==> config.mk <==
export PLATFORM = sky130hd
export DESIGN_NAME = mem_port_arbiter
export DESIGN_NICKNAME = d
export VERILOG_FILES = /design/src/rtl/mem_port_arbiter_pkg.sv /design/src/rtl/mem_port_arbiter_starve_ctr.sv /design/src/rtl/mem_port_arbiter.sv
export SDC_FILE = /design/constraint.sdc
export NUM_CORES = 1
export LEC_CHECK = 0
export ABC_AREA = 1
export CAP_MARGIN = 20
export CORE_MARGIN = 5
export CORE_UTILIZATION = 31
export DETAILED_ROUTE_END_ITERATION = 7
export MAX_ROUTING_LAYER = met4
export PLACE_DENSITY = 0.77
export SYNTH_ARGS = -nofsm -noshare
export SYNTH_HDL_FRONTEND = slang
export SYNTH_SLANG_ARGS = --single-unit
==> constraint.sdc <==
create_clock -name clk -period 2.8 [get_ports clk]
set_input_delay 0.28 -clock clk [delete_from_list [all_inputs] [get_ports clk]]
set_output_delay 0.28 -clock clk [all_outputs]
set_load 0.005 [all_outputs]
==> src/rtl/mem_port_arbiter_pkg.sv <==
// Shared encodings and helpers for the fetch/load-store memory port arbiter.
package mem_port_arbiter_pkg;

  typedef enum logic {
    ARB_IDLE    = 1'b0,
    ARB_RD_WAIT = 1'b1
  } arb_state_e;

  typedef enum logic [1:0] {
    OWN_NONE = 2'd0,
    OWN_IF   = 2'd1,
    OWN_D    = 2'd2
  } owner_e;

  localparam int DEF_ADDR_WIDTH   = 32;
  localparam int DEF_DATA_WIDTH   = 32;
  localparam int DEF_MEM_LATENCY  = 1;
  localparam int DEF_STARVE_LIMIT = 4;

  // Bits needed to hold the values 0..max_val inclusive.
  function automatic int cnt_width(input int max_val);
    return (max_val < 2) ? 1 : $clog2(max_val + 1);
  endfunction

endpackage

==> src/rtl/mem_port_arbiter_starve_ctr.sv <==
// Saturating counter of data grants taken while a fetch is waiting.
module arb_starve_ctr
  import mem_port_arbiter_pkg::*;
#(
  parameter int LIMIT = DEF_STARVE_LIMIT
) (
  input  logic clk,
  input  logic rst,
  input  logic inc,
  input  logic clr,
  output logic at_limit
);

  localparam int CW = cnt_width(LIMIT);
  localparam logic [CW-1:0] LIMIT_VAL = CW'(LIMIT);

  logic [CW-1:0] r_cnt;

  always_ff @(posedge clk or posedge rst) begin
    if (rst) begin
      r_cnt <= '0;
    end else if (clr) begin
      r_cnt <= '0;
    end else if (inc && (r_cnt != LIMIT_VAL)) begin
      r_cnt <= r_cnt + CW'(1);
    end
  end

  assign at_limit = (r_cnt == LIMIT_VAL);

endmodule

==> src/rtl/mem_port_arbiter.sv <==
// Arbitrates one single-port memory between instruction fetch and load/store,
// tracking one outstanding read and returning its data with a one-cycle valid.
module mem_port_arbiter
  import mem_port_arbiter_pkg::*;
#(
  parameter int ADDR_WIDTH   = DEF_ADDR_WIDTH,
  parameter int DATA_WIDTH   = DEF_DATA_WIDTH,
  parameter int MEM_LATENCY  = DEF_MEM_LATENCY,
  parameter int STARVE_LIMIT = DEF_STARVE_LIMIT
) (
  input  logic                  clk,
  input  logic                  rst,
  input  logic                  if_req_i,
  input  logic [ADDR_WIDTH-1:0] if_addr_i,
  output logic                  if_gnt_o,
  output logic                  if_rvalid_o,
  output logic [DATA_WIDTH-1:0] if_rdata_o,
  input  logic                  d_req_i,
  input  logic                  d_we_i,
  input  logic [ADDR_WIDTH-1:0] d_addr_i,
  input  logic [DATA_WIDTH-1:0] d_wdata_i,
  output logic                  d_gnt_o,
  output logic                  d_rvalid_o,
  output logic [DATA_WIDTH-1:0] d_rdata_o,
  output logic                  mem_ren_o,
  output logic                  mem_wren_o,
  output logic [ADDR_WIDTH-1:0] mem_addr_o,
  output logic [DATA_WIDTH-1:0] mem_wdata_o,
  input  logic [DATA_WIDTH-1:0] mem_rdata_i
);

  // Handshake: a requester holds req (and its address/data) until it sees gnt
  // in the same cycle; gnt is combinational, so the transfer happens in the
  // cycle where req && gnt. rvalid is a one-cycle pulse MEM_LATENCY cycles
  // after the read grant, and rdata holds its value until the next rvalid.

  localparam int LW = cnt_width(MEM_LATENCY);
  localparam logic [LW-1:0] LAT_INIT = LW'(MEM_LATENCY);
  localparam logic [LW-1:0] LAT_ONE  = LW'(1);

  arb_state_e r_state, w_state_nxt;
  owner_e     r_owner, w_owner_nxt;
  logic [LW-1:0] r_lat_cnt, w_lat_nxt;
  logic [DATA_WIDTH-1:0] r_if_rdata, r_d_rdata;

  logic w_free, w_if_win, w_d_win, w_rd_grant, w_rsp, w_at_limit;

  // The last wait cycle also counts as free so reads can issue back-to-back.
  assign w_rsp      = (r_state == ARB_RD_WAIT) && (r_lat_cnt == LAT_ONE);
  assign w_free     = !rst && ((r_state == ARB_IDLE) || w_rsp);
  assign w_if_win   = w_free && if_req_i && (!d_req_i || w_at_limit);
  assign w_d_win    = w_free && d_req_i && !w_if_win;
  assign w_rd_grant = w_if_win || (w_d_win && !d_we_i);

  arb_starve_ctr #(
    .LIMIT(STARVE_LIMIT)
  ) u_starve (
    .clk     (clk),
    .rst     (rst),
    .inc     (w_d_win && if_req_i),
    .clr     (w_if_win || !if_req_i),
    .at_limit(w_at_limit)
  );

  always_comb begin
    w_state_nxt = r_state;
    w_owner_nxt = r_owner;
    w_lat_nxt   = r_lat_cnt;
    if (w_rd_grant) begin
      w_state_nxt = ARB_RD_WAIT;
      w_lat_nxt   = LAT_INIT;
      w_owner_nxt = w_if_win ? OWN_IF : OWN_D;
    end else begin
      case (r_state)
        ARB_IDLE: begin
          w_state_nxt = ARB_IDLE;
        end
        ARB_RD_WAIT: begin
          if (r_lat_cnt == LAT_ONE) begin
            w_state_nxt = ARB_IDLE;
            w_owner_nxt = OWN_NONE;
            w_lat_nxt   = '0;
          end else begin
            w_lat_nxt = r_lat_cnt - LAT_ONE;
          end
        end
        default: begin
          w_state_nxt = ARB_IDLE;
          w_owner_nxt = OWN_NONE;
          w_lat_nxt   = '0;
        end
      endcase
    end
  end

  always_ff @(posedge clk or posedge rst) begin
    if (rst) begin
      r_state    <= ARB_IDLE;
      r_owner    <= OWN_NONE;
      r_lat_cnt  <= '0;
      r_if_rdata <= '0;
      r_d_rdata  <= '0;
    end else begin
      r_state   <= w_state_nxt;
      r_owner   <= w_owner_nxt;
      r_lat_cnt <= w_lat_nxt;
      if (if_rvalid_o) r_if_rdata <= mem_rdata_i;
      if (d_rvalid_o)  r_d_rdata  <= mem_rdata_i;
    end
  end

  assign if_gnt_o    = w_if_win;
  assign d_gnt_o     = w_d_win;
  assign mem_ren_o   = w_rd_grant;
  assign mem_wren_o  = w_d_win && d_we_i;
  assign mem_addr_o  = w_if_win ? if_addr_i : (w_d_win ? d_addr_i : '0);
  assign mem_wdata_o = w_d_win ? d_wdata_i : '0;

  assign if_rvalid_o = w_rsp && (r_owner == OWN_IF);
  assign d_rvalid_o  = w_rsp && (r_owner == OWN_D);
  assign if_rdata_o  = if_rvalid_o ? mem_rdata_i : r_if_rdata;
  assign d_rdata_o   = d_rvalid_o ? mem_rdata_i : r_d_rdata;

endmodule

==> flow_summary.yaml <==
drt:
  via_count: 3862
  drt_first_pass_iters: 4
  first_iter_violations: 211
  ant_nets: 0
  viasPerCell: 4.45
  wl_um: 13300
  drc_errors: 0
  routedWlPerCell_um: 15.3
die:
  die-width_um: 117
  die_area_sq_um: 13800
  coreArea_sq_um: 11400
  io_pins: 267
  row_count: 39
  start_util: 0.314
  die_height_um: 117
timing:
  fmax_ghz: 0.397
  tns_ns: 0
  finalHoldViolations: 0
  fin_crit_ns: 2.52
  finalClockSkew_ns: 0.00675
  tightestPinTransition_ns: 0.883
  maxSlewViolCount: 0
  relSlewSlack: 0.411
  fin_crit_sh: 0.899
  setup_viol: 0
  final.setup.worst_slack_ns: 0.282
  rsz0062_at_grt: "no"
hold_path:
  min_from: "r_d_rdata[1]"
  holdPathStages: 2
  hp-class: "flip-flop to flip-flop"
critical_path:
  crit_chain: "inv_1 -> ha_1 -> nand2_1 -> nand2_1 -> nand2_2 -> nor2_4 -> buf_12 -> nand2_1 -> nand2_1 -> clkdlybuf4s50_1"
  cp-end-kind: "primary output"
  critPathMaxFanout: 33
  critical-path-top-delay-family: "buffers and inverters"
  crit_type: "flip-flop to primary output"
  critPathLaunchType: "flip-flop"
  worstPathArrival_ns: 2.24
  ff2ff_setup_slack_ns: 1.37
  crit_start: "u_starve.r_cnt[0]"
  required_ns: 2.52
  critical_path.max_stage_delay_ns: 0.53
  cp_num_buf_inv: 3
  reg2reg_from: "r_state"
  crit_top_cell: "nand2_1"
  slowest_stage: "clkdlybuf4s50_1"
  cp.depth: 10
  r2r_cells: 5
cts:
  cts_setup_buffers: 0
  cts_sinks: 71
  htreeDepth: 3
  clk_pin_slew_worst_paths_ns: 0.05
  clkLatencyLatePin_ns: 0.33
  cts.hold.buffers_added: 0
  cts_root_buf: "clkbuf_16"
  cts_max_path_buffers: 2
  cts_buffers: 9
  cts_tree: "yes"
global_route:
  grt_pass1_vias: 3882
  antenna_found_initial: 0
  grt_max_degree: 72
  overflow: 0
  grt_pass1_wl_um: 19200
  grt_use_total: 0.187
logic_synthesis:
  muxShareOfSynthArea: 0
  synth_area_sq_um: 3570
  synth_xor_area_frac: 0.00245
  synth_compound_area_frac: 0.115
  synthesis.nets: 594
  synth_cell_type_count: 23
  yosys.area_share.adder: 0.00701
  yosys.area_share.simple: 0.246
  synth_cells: 459
  postSynthAreaPerCell_sq_um: 7.77
  yosys_warnings: 0
  yosysSeqAreaShare: 0.498
  synth_top_family_by_area: "simple AND/OR/NAND/NOR gates"
  ys_seq_elements: 71
layout:
  nets: 855
  antenna_cells: 0
  drive_gt1_frac: 0.0718
  syn_to_final_growth_pct: 85.6
  mostFrequentLayoutCells: "clkdlybuf4s50_1 (266), nand2_1 (166), inv_1 (75)"
  final_common_cell: "clkdlybuf4s50_1"
place:
  place_ws_ns: 0.452
  port_buffers: 266
  dp_hpwl_um: 10700
  gp_congestion: 0.784
outcome:
  run_status: "complete, no violations"
power_and_ir_drop:
  power_leakage_nw: 3.21
  vdd_ir_drop_max_mv: 0.605
  power_density_nw_per_um2: 810
job:
  cap_violations: 0
[metrics by stage]
stage | cell area [sq um] | hold WS [ns] | total power, mW | utilization | instances
after global routing | 6620 | 0.491 | 5.73 | 0.582 | 867
after detailed placement | 6310 | 0.459 | 4.25 | 0.555 | 852
final | 6620 | 0.469 | 5.36 | 0.582 | 867
after global placement | 6310 | 0.453 | 4.18 | 0.555 | 852
after CTS | 6610 | 0.473 | 5.44 | 0.581 | 867
after floorplan | 3570 | 0.456 | 2.62 | - | 459
[worst paths after layout]
path | endpoint
min in group asynchronous | r_state
max in group asynchronous | r_d_rdata[18]
min | r_d_rdata[1]
max reg2reg | r_if_rdata[16]
max | mem_addr_o[12]
min reg2reg | r_d_rdata[1]
[cells by family after synthesis]
kind of cell / count (synthesis)
compound gates: 67
simple gates: 218
xor+xnor: 1
buf+inv: 100
flops: 71
fa+ha+maj: 2
[flip-flops by register name, summed over array words and instances, names as in the netlist]
| signal | flops |
|---|---|
| u_starve.r_cnt | 3 |
| r_state | 1 |
| r_if_rdata | 32 |
| r_lat_cnt | 1 |
| r_owner | 2 |
| r_d_rdata | 32 |
[layout make-up]
class	instances	area (sq um)
Sequential cell	71	1780
Clock buffer	12	256
Tap cell	143	179
Fill cell	998	4750
Multi-Input combinational cell	288	1330
Inverter	78	299
Clock inverter	3	42.5
Timing Repair Buffer	272	2740
[synthesized netlist by cell type, drive strengths merged]
cell | n | share of area
xor2 | 1 | 0.0025
inv | 78 | 0.083
nand3 | 6 | 0.0084
o21ai | 66 | 0.11
dfrtp | 71 | 0.50
buf | 21 | 0.048
nor2 | 37 | 0.043
clkbuf | 1 | 0.0011
nand4 | 2 | 0.0035
or2 | 1 | 0.0018
nand2 | 171 | 0.19
o31ai | 1 | 0.0021
nor3 | 1 | 0.0028
ha | 2 | 0.0070
[report_power, final]
group	internal (mW)	leakage [nW]	total (mW)	switching, mW
sequential	1.52	0.854	1.67	0.146
clock	0.731	0.145	1.14	0.407
combinational	1.50	2.21	2.55	1.06
[tightest hold or removal path, stage by stage, from the launching register on]
cell and delay, ns:
dfrtp_1 0.32, nand2_1 0.06, o21ai_2 0.06
[repair_timing]
item | in CTS | in global routing
endpoints found under the hold margin | 0 | 0
setup endpoints to repair | 0 | 9
resized for setup | 0 | 2
[layer usage]
layer,GRT usage,vias up,wire length [um]
met5,-,-,0
met4,0.0757,0,314
met3,0.0591,18,1320
met2,0.323,179,6760
met1,0.197,1765,4880
li1,-,1900,-
Power figures use the tool's default switching activity.
